<file path="src/rtl/io_pkg.sv">
// Shared I/O constants for the accumulator core
// and its output buffer.
package io_pkg;

  localparam int IO_DATA_W     = 16;
  localparam int IO_FIFO_DEPTH = 8;

endpackage

</file>
<file path="src/rtl/io_fifo_mem.sv">
// Register-array storage for the output FIFO:
// one write port, one asynchronous read port.
module io_fifo_mem
  import io_pkg::*;
#(
  parameter int DATA_W = IO_DATA_W,
  parameter int DEPTH  = IO_FIFO_DEPTH,
  localparam int AW    = $clog2(DEPTH)
) (
  input  logic              clk,
  input  logic              we,
  input  logic [AW-1:0]     waddr,
  input  logic [DATA_W-1:0] wdata,
  input  logic [AW-1:0]     raddr,
  output logic [DATA_W-1:0] rdata
);

  logic [DATA_W-1:0] mem_q [DEPTH];

  // Storage is qualified by the pointers, so it needs no reset.
  always_ff @(posedge clk) begin
    if (we) begin
      mem_q[waddr] <= wdata;
    end
  end

  assign rdata = mem_q[raddr];

endmodule

</file>
<file path="src/rtl/io_output_buffer.sv">
// First-word-fall-through FIFO between the core's
// IOOut port and a valid/ready output consumer.
module io_output_buffer
  import io_pkg::*;
#(
  parameter int DATA_W = IO_DATA_W,
  parameter int DEPTH  = IO_FIFO_DEPTH,
  localparam int CNT_W = $clog2(DEPTH) + 1
) (
  input  logic              CLK,
  input  logic              reset,
  input  logic              wr_en,
  input  logic [DATA_W-1:0] wr_data,
  output logic              out_valid,
  output logic [DATA_W-1:0] out_data,
  input  logic              out_ready,
  output logic              full,
  output logic              empty,
  output logic [CNT_W-1:0]  count,
  output logic              overflow,
  input  logic              clr_overflow,
  output logic [DATA_W-1:0] last_value
);

  localparam int AW = $clog2(DEPTH);

  logic [CNT_W-1:0]  wr_ptr_q, wr_ptr_d;
  logic [CNT_W-1:0]  rd_ptr_q, rd_ptr_d;
  logic              overflow_q, overflow_d;
  logic [DATA_W-1:0] last_value_q, last_value_d;
  logic              push, pop, drop;
  logic [DATA_W-1:0] rdata;

  // Extra pointer MSB tells full from empty.
  assign empty = (wr_ptr_q == rd_ptr_q);
  assign full  =
    (wr_ptr_q[CNT_W-1] != rd_ptr_q[CNT_W-1]) &&
    (wr_ptr_q[AW-1:0] == rd_ptr_q[AW-1:0]);
  assign count = wr_ptr_q - rd_ptr_q;

  assign out_valid = ~empty;
  assign pop  = out_valid & out_ready;
  assign push = wr_en & (~full | pop);
  assign drop = wr_en & full & ~pop;

  always_comb begin
    wr_ptr_d     = wr_ptr_q;
    rd_ptr_d     = rd_ptr_q;
    overflow_d   = overflow_q;
    last_value_d = last_value_q;
    if (push) wr_ptr_d = wr_ptr_q + CNT_W'(1);
    if (pop)  rd_ptr_d = rd_ptr_q + CNT_W'(1);
    if (clr_overflow) overflow_d = 1'b0;
    if (drop) overflow_d = 1'b1;
    if (wr_en) last_value_d = wr_data;
  end

  always_ff @(posedge CLK or negedge reset) begin
    if (!reset) begin
      wr_ptr_q     <= '0;
      rd_ptr_q     <= '0;
      overflow_q   <= 1'b0;
      last_value_q <= '0;
    end else begin
      wr_ptr_q     <= wr_ptr_d;
      rd_ptr_q     <= rd_ptr_d;
      overflow_q   <= overflow_d;
      last_value_q <= last_value_d;
    end
  end

  io_fifo_mem #(
    .DATA_W (DATA_W),
    .DEPTH  (DEPTH)
  ) u_mem (
    .clk   (CLK),
    .we    (push),
    .waddr (wr_ptr_q[AW-1:0]),
    .wdata (wr_data),
    .raddr (rd_ptr_q[AW-1:0]),
    .rdata (rdata)
  );

  assign out_data   = empty ? '0 : rdata;
  assign overflow   = overflow_q;
  assign last_value = last_value_q;

endmodule

</file>
<file path="config.mk">
export PLATFORM = sky130hd
export DESIGN_NAME = io_output_buffer
export DESIGN_NICKNAME = d
export VERILOG_FILES = /design/src/rtl/io_pkg.sv /design/src/rtl/io_fifo_mem.sv /design/src/rtl/io_output_buffer.sv
export SDC_FILE = /design/constraint.sdc
export NUM_CORES = 1
export LEC_CHECK = 0
export ABC_AREA = 1
export CORE_MARGIN = 2
export CORE_UTILIZATION = 60
export CTS_BUF_LIST = sky130_fd_sc_hd__clkbuf_4 sky130_fd_sc_hd__clkbuf_8
export DETAILED_ROUTE_END_ITERATION = 16
export PLACE_DENSITY = 0.84
export SYNTH_ARGS = -nofsm -noshare
export SYNTH_HDL_FRONTEND = slang
export SYNTH_SLANG_ARGS = --single-unit
</file>
<file path="constraint.sdc">
create_clock -name CLK -period 3.1 [get_ports CLK]
set_input_delay 0.62 -clock CLK [delete_from_list [all_inputs] [get_ports CLK]]
set_output_delay 0.62 -clock CLK [all_outputs]
set_load 0.02 [all_outputs]
</file>
# After elaboration in Yosys (flattened, before gate mapping)
# Memories as Yosys holds them, arrays and structs flattened.
# Index checks and enable logic that the tools add are counted.
[word_totals] regBits=25 ramBits=128 input_bits=21 output_inout_bits=40 mem_count=1
[classes] addsub=3 eq_ne=3 muxes=5 n_bitwise=8 n_reduce_logical=2
[mem_list] name="u_mem.mem_q" depth=8 word_bits=16 read_ports=1 rd_clocked_by_memory_dff=0 write_ports=1 line_no="io_fifo_mem.sv:18" source="logic [DATA_W-1:0] mem_q [DEPTH];"
[op_table] op="$mux 16" count=1
[op_table] op="$add 4x1->4 const B" count=2
[op_table] op="$and 1x1->1" count=4
[op_table] op="$eq 4x4->1" count=1
[op_table] op="$mux 1" count=4
[op_table] op="$sub 4x4->4" count=1
[op_table] op="$eq 3x3->1" count=1
[op_table] op="$not 1->1" count=3
[op_table] op="$reduce_bool 2->1" count=1
[op_table] op="$logic_and 1x1->1" count=1
[op_table] op="$ne 1x1->1" count=1
[op_table] op="$or 1x1->1" count=1

# Logic depth before layout (Yosys ltp)
# Gate-level depths: netlist (run 1).
[depth] ltp_word=7 depth_mapped=10 depth_no_buf=8

# Modules after synthesis
# A second synthesis (run 1) with hierarchy kept.
[hier_totals] hier_cells=717 hier_area_um2=7019.2
[modules_own_cells] mod="io_fifo_mem" n_inst=1 cells_per_inst=571 area_each_um2=5669.2 seq_area_each_um2=3843.7
[modules_own_cells] mod="io_output_buffer" n_inst=1 cells_per_inst=146 area_each_um2=1350.0 seq_area_each_um2=625.6

# Worst setup path before layout (run 1)
# Ideal clock, no wire load.
[synth_timing] path_kind="register -> register" start="register rd_ptr_q[2]" end="memory u_mem.mem_q[2][0] (netlist name) (enable)" arrival_ns=2.350 path_slack_ns=0.361 stages_incl_launch_ff=10 path_buffers=2 period_less_slack_ns=2.739 path_cell_list="dfrtp_1 buf_2 buf_1 inv_1 ha_1 nand3_1 inv_1 nand3_1 nand3_1 nor2_1"
[synth_via] elab_chain_len=7
[synth_lines] element="start, declared" line_no="io_output_buffer.sv:28" source="logic [CNT_W-1:0] rd_ptr_q, rd_ptr_d;"
[synth_lines] element="start signal, assigned" line_no="io_output_buffer.sv:66" source="rd_ptr_q <= rd_ptr_d;"
[synth_lines] element="$eq 4x4->1 / $eq 3x3->1 (equally long branches)" line_no="io_output_buffer.sv:35, io_output_buffer.sv:38"
[synth_lines] element="$not 1->1 / $logic_and 1x1->1 (equally long branches)" line_no="io_output_buffer.sv:41, io_output_buffer.sv:37"
[synth_lines] element="$and 1x1->1 / $not 1->1 (equally long branches)" line_no="io_output_buffer.sv:42, io_output_buffer.sv:43"
[synth_lines] element="$or 1x1->1 *" line_no="io_output_buffer.sv:43" source="assign push = wr_en & (~full | pop);"
[synth_lines] element="$and 1x1->1 *" line_no="io_output_buffer.sv:43"
[synth_lines] element="$mux 1 *" line_no="io_fifo_mem.sv:22" source="if (we) begin"
[synth_lines] element="$mux 1 (implied by the code) *" line_no="io_fifo_mem.sv:23" source="mem_q[waddr] <= wdata;"
[synth_lines] element="end, declared" line_no="io_fifo_mem.sv:18"
# Mark *: on every way between the ends. The rest lies on a longest branch, timed or not.

# Worst setup path after layout (run 1)
[layout_timing] start="register rd_ptr_q[1]" end="output count[1]"
[layout_via] elab_chain_len=1
[layout_lines] element="$sub 4x4->4" line_no="io_output_buffer.sv:39" source="assign count = wr_ptr_q - rd_ptr_q;"
[layout_lines] element="end, declared" line_no="io_output_buffer.sv:19" source="output logic [CNT_W-1:0] count,"
# Every way passes these cells.

==> results of run 1 <==
[registers in the layout, summed over array words and instances (netlist names)]
signal,flops
overflow,1
wr_ptr_q,4
u_mem.mem_q,128
last_value,16
rd_ptr_q,4
[cells in the final DEF (no fill, tap or decap)]
| cell type | instances |
|---|---|
| nand2_1 | 193 |
| inv_1 | 141 |
| edfxtp_1 | 128 |
| nand3_1 | 91 |
| clkdlybuf4s50_1 | 43 |
| nor2_1 | 42 |
| dfrtp_1 | 22 |
| clkbuf_8 | 19 |
| buf_4 | 19 |
| mux2_2 | 16 |
| dlygate4sd2_1 | 14 |
| inv_6 | 5 |
| ha_1 | 5 |
| xor2_1 | 4 |
| dlymetal6s2s_1 | 3 |
| dfrtp_2 | 3 |
| inv_2 | 2 |
| o21ai_0 | 2 |
| bufinv_16 | 2 |
| clkinvlp_4 | 2 |
| clkinv_4 | 2 |
| clkinv_1 | 2 |
| a21oi_1 | 1 |
| xnor2_1 | 1 |
| nor2_4 | 1 |
| nand2_2 | 1 |
| nand4_1 | 1 |
| fa_1 | 1 |
| clkinv_2 | 1 |
| buf_12 | 1 |
[path summary, 6_finish.rpt]
check | from | to | slack, ns | cells past startpoint
min in group asynchronous | reset | last_value[11]$_DFFE_PN0P_ | 0.54 | 2
setup / recovery | rd_ptr_q[1]$_DFFE_PN0P_ | count[1] | 0.09 | 4
hold reg to reg | last_value[3]$_DFFE_PN0P_ | last_value[3]$_DFFE_PN0P_ | 0.51 | 1
hold / removal | last_value[3]$_DFFE_PN0P_ | last_value[3]$_DFFE_PN0P_ | 0.51 | 1
setup reg to reg | wr_ptr_q[2]$_DFFE_PN0P_ | u_mem.mem_q[3][10]$_DFFE_PP_ | 0.85 | 7
max in group asynchronous | reset | rd_ptr_q[0]$_DFFE_PN0P_ | 2.27 | 2
[power by group through the flow]
stage	clock network [mW]	registers [mW]	logic, mW
after CTS	1.52	2.65	3.31
final	1.52	2.66	3.31
after global placement	0	2.67	3.32
after detailed placement	0	2.70	3.41
after floorplan	0	2.68	2.13
after global routing	1.60	2.68	3.63
[final cells by class]
type | instances | area [µm²] | area share, %
clock inverter | 13 | 140 | 1.74
tap | 140 | 175 | 2.18
clock buffer | 19 | 262 | 3.26
multi-input combinational | 359 | 1680 | 21.0
timing repair buffer | 80 | 753 | 9.38
sequential | 153 | 4470 | 55.7
inverter | 144 | 546 | 6.79
[metal layers]
layer	global-route usage (%)	up-vias
met5	0	-
met4	11.0	0
met3	5.03	37
met2	45.0	204
met1	30.2	2324
li1	-	2290
[cells by family after synthesis]
| family | after synthesis | share of synthesized area, % |
|---|---|---|
| and+or+nand+nor | 329 | 19.8 |
| buffers and inverters | 174 | 10.1 |
| DFF | 153 | 65.3 |
| muxes | 16 | 2.63 |
| adders and majority gates | 6 | 1.21 |
| xor gates and xnor gates | 5 | 0.640 |
| AOI/OAI and AO/OA | 3 | 0.219 |
[per-stage QoR]
stage	hold WS [ns]	worst slack, ns	utilization, %	total power, mW
2_1_floorplan	0.324	0.361	-	4.81
3_3_place_gp	0.484	0.349	69.4	5.99
3_5_place_dp	0.499	0.231	69.4	6.10
4_1_cts	0.514	0.0101	73.1	7.49
5_1_grt	0.527	0.00706	73.1	7.91
6_report	0.512	0.0934	73.1	7.48
[what timing repair did]
action | in CTS | in global routing
setup endpoints to repair | 18 | 3
hold buffers | 0 | 0
gates cloned | 0 | 0
gates resized for setup | 19 | 3
==> flow_summary.yaml, run 1 <==
timing:
  fmax_mhz: 333
  rsz0062_at_grt: "no"
  slew_headroom_pct: 67.3
  fin_crit_sh_pct: 97.0
  tns_ns: 0
  finalMaxSlewViolations: 0
  skew_ns: 0.0137
  fin_crit_ns: 3.01
  report.final.setup_viol: 0
  hold_violations: 0
  worstMarginPinSlew_ns: 0.490
grt:
  grt_start_max_net_pins: 51
  grt_pass1_wl_um: 24000
  overflow: 0
  antenna_found_initial: 0
  track_usage_pct: 25.4
  grt_pass1_vias: 4908
power_and_ir_drop:
  irDropWorstVdd_mv: 0.547
  switchingPower_mw: 3.04
  p_comb_share_pct: 44.2
  switching_share_pct: 40.7
  p_seq_share_pct: 35.5
  p_clk_share_pct: 20.3
  p_leak_nw: 3.72
  intPower_mw: 4.44
  powerDensity_mw_per_mm2: 932
logic_synthesis:
  synth_edf_count: 128
  netlist.area_leader.share_pct: 56.2
  synth.area.top_cells: "edfxtp_1, nand2_1, dfrtp_1"
  yosysMostFrequentCell: "nand2_1"
  netlist_area_mm2: 0.00684
  yosysTopAreaCell: "edfxtp_1"
  async_flop_share_pct: 16.3
  synth_cell_type_count: 22
  synth_common_cells: "nand2_1, inv_1, edfxtp_1, nand3_1, nor2_1"
  seq_area_frac_synth_pct: 65.3
  syn_avg_cell_area_um2: 9.97
  yosys_warnings: 0
  synth_seq_cells: 153
  synth_fp_nets: 713
  ys.flop_type: "edfxtp_1"
  netlist_instances: 686
drt:
  routed_wl_um: 15200
  vias: 4855
  top_layer_used: "met4"
  wl_met1_um: 5770
  drc: 0
  met3_length_um: 1060
  vias_per_cell: 5.35
  postRouteAntennaNets: 0
  met2_length_um: 7960
  dr.pass1.iters: 5
  wl_per_cell_um: 16.7
  drt_iter0_drc: 406
die:
  rows: 38
  io_pins: 61
  die_w_um: 111
  start_util_pct: 62.3
  die_h_um: 111
  die_area_mm2: 0.0123
  fp.coreArea_mm2: 0.0110
clocking:
  cts.sinks: 153
  cts_buffer_depth: 2
  cts_root_buffer: "clkbuf_8"
  clk_pin_slew_worst_paths_ns: 0.08
  htree_levels: 4
  clock_latency_ns: 0.46
  cts_tree: "yes"
  cts_buffers: 17
  post_cts_buffers: 0
final_layout:
  nets: 782
  fill_cells: 720
  fin_area_mm2: 0.00803
  final_cells: 908
  area_growth_pct: 17.4
  antenna-diode-count: 0
  drive_gt1_share_pct: 9.64
setup_path:
  crit_required_ns: 2.48
  crit_arrival_ns: 2.39
  end_kind: "output port"
  max_stage_delay_ns: 0.60
  crit_fanout: 36
  cp_top_family: "buffers and inverters"
  cp_cell_sequence: "buf_4, fa_1, inv_1, clkdlybuf4s50_1"
  criticalPathCategory: "reg2out"
  path_buf_inv: 3
  cp_slowest_cell: "clkdlybuf4s50_1"
  start_kind: "flop"
placed_design:
  dpl.cell_count: 876
  dp.final_hpwl_um: 8960
  postPlaceCellArea_mm2: 0.00763
  port_buffers: 60
  gp_congestion: 0.893
flow_run:
  drv_cap: 0
worst_hold_path:
  worstHoldPathType: "reg2reg"
outcome:
  status: "finished clean"
Power figures use the tool's default switching activity.
==> run 2, diff against run 1 <==
--- a/config.mk
+++ b/config.mk
@@ -6,6 +6,7 @@
 export NUM_CORES = 1
 export LEC_CHECK = 0
 export ABC_AREA = 1
+export CORE_ASPECT_RATIO = 0.6
 export CORE_MARGIN = 2
 export CORE_UTILIZATION = 60
 export CTS_BUF_LIST = sky130_fd_sc_hd__clkbuf_4 sky130_fd_sc_hd__clkbuf_8
==> run 2 against run 1 <==
- global-route usage rose by 1.1 points
- sequential cell count did not move
- sequential share of layout area fell by 0.79 points
- combinational power barely moved
- critical path type unchanged
- largest power group unchanged
==> flow_summary.yaml, run 2 (same netlist as run 1, synthesis figures left out) <==
timing:
  worstMarginPinSlew_ns: 0.784
  fin_crit_ns: 2.96
  hold_violations: 0
  slew_headroom_pct: 47.6
  fin_crit_sh_pct: 95.5
  finalMaxSlewViolations: 0
  report.final.setup_viol: 0
  skew_ns: 0.0106
  rsz0062_at_grt: "no"
  fmax_mhz: 338
  tns_ns: 0
clocking:
  cts_root_buffer: "clkbuf_8"
  cts_buffer_depth: 2
  post_cts_buffers: 0
  ctsHoldBuffers: 0
  cts.sinks: 153
  htree_levels: 4
  cts_tree: "yes"
  clk_pin_slew_worst_paths_ns: 0.09
  cts_buffers: 17
  clock_latency_ns: 0.45
worst_hold_path:
  worstHoldPathType: "reg2reg"
die:
  rows: 30
  io_pins: 61
  die_area_mm2: 0.0123
  fp.coreArea_mm2: 0.0112
  die_h_um: 86.7
  die_w_um: 142
  start_util_pct: 61.1
final_layout:
  fin_area_mm2: 0.00815
  fill_cells: 745
  area_growth_pct: 19.1
  drive_gt1_share_pct: 10.2
  antenna-diode-count: 0
  final_cell_mix: "nand2_1, inv_1, edfxtp_1"
  largest_reg_flops: 128
  final_common_cell: "nand2_1"
  nets: 786
  regMostFlops: "u_mem.mem_q"
power_and_ir_drop:
  p_leak_nw: 3.78
  power_mw: 7.73
  irDropWorstVdd_mv: 0.631
  powerDensity_mw_per_mm2: 949
flow_run:
  drv_cap: 0
drt:
  vias_per_cell: 5.37
  vias: 4918
  routed_wl_um: 15700
  drc: 0
  drt_iter0_drc: 469
  dr.pass1.iters: 7
  wl_per_cell_um: 17.1
  postRouteAntennaNets: 0
placed_design:
  port_buffers: 60
  gp_congestion: 0.890
  postPlaceCellArea_mm2: 0.00769
  dp.final_hpwl_um: 9440
setup_path:
  crit_arrival_ns: 2.34
  crit_fanout: 18
  start_kind: "flop"
  end_kind: "output port"
  crit_required_ns: 2.48
  criticalPathCategory: "reg2out"
grt:
  grt_start_max_net_pins: 41
  antenna_found_initial: 1
  track_usage_pct: 26.5
  grt_pass1_vias: 4767
  overflow: 0
  grt_pass1_wl_um: 24100
outcome:
  status: "finished clean"
-- run 2: power by group --
group | internal [mW] | switching, mW
sequential | 2.53 | 0.134
clock | 0.962 | 0.772
combinational | 1.18 | 2.15
total | 4.67 | 3.06
-- run 2: per-stage QoR --
stage          hold slack, ns  utilization, %  cells  setup WS, ns
3_5_place_dp            0.496            68.7    884         0.229
4_1_cts                 0.515            72.8    916        0.0111
5_1_grt                 0.530            72.8    916        0.0417
2_1_floorplan           0.324               -    686         0.361
3_3_place_gp            0.488            68.7    884         0.344
6_report                0.510            72.8    916         0.139
-- run 2: per-layer routing --
| metal | vias up | routed length (µm) | track usage, % |
|---|---|---|---|
| li1 | 2295 | - | - |
| met1 | 2336 | 6720 | 35.8 |
| met2 | 256 | 7420 | 43.1 |
| met3 | 31 | 1300 | 6.41 |
| met4 | 0 | 240 | 8.82 |
| met5 | - | 0 | 0 |
-- run 2: worst paths after layout --
path | from | to | slack (ns) | cells past startpoint
setup / recovery | wr_ptr_q[2]$_DFFE_PN0P_ | out_data[10] | 0.14 | 7
hold / removal | last_value[2]$_DFFE_PN0P_ | last_value[2]$_DFFE_PN0P_ | 0.51 | 1
setup reg to reg | wr_ptr_q[2]$_DFFE_PN0P_ | u_mem.mem_q[2][12]$_DFFE_PP_ | 0.67 | 7
hold reg to reg | last_value[2]$_DFFE_PN0P_ | last_value[2]$_DFFE_PN0P_ | 0.51 | 1
max in group asynchronous | reset | last_value[4]$_DFFE_PN0P_ | 1.80 | 2
min in group asynchronous | reset | last_value[13]$_DFFE_PN0P_ | 0.62 | 1
-- run 2: area by class of cell --
type / count / area (µm²) / area share [%]
clock inverter: 15 / 221 / 2.72
clock buffer: 17 / 234 / 2.87
multi-input combinational: 359 / 1680 / 20.6
timing repair buffer: 84 / 806 / 9.89
inverter: 144 / 554 / 6.80
sequential: 153 / 4470 / 54.9
tap: 144 / 180 / 2.21
-- run 2: timing repair --
action / CTS / global route
endpoints found under the setup margin: 18 / 3
resized for setup: 20 / 3
gates cloned: 0 / 0
-- run 2: critical path, stage by stage (launching register included) --
cell and delay, ns:
dfrtp_2 0.48, ha_1 0.36, nand3_1 0.15, nor2_2 0.07, bufinv_8 0.28, nand2_1 0.08
nor2_1 0.12, dlygate4sd2_1 0.35
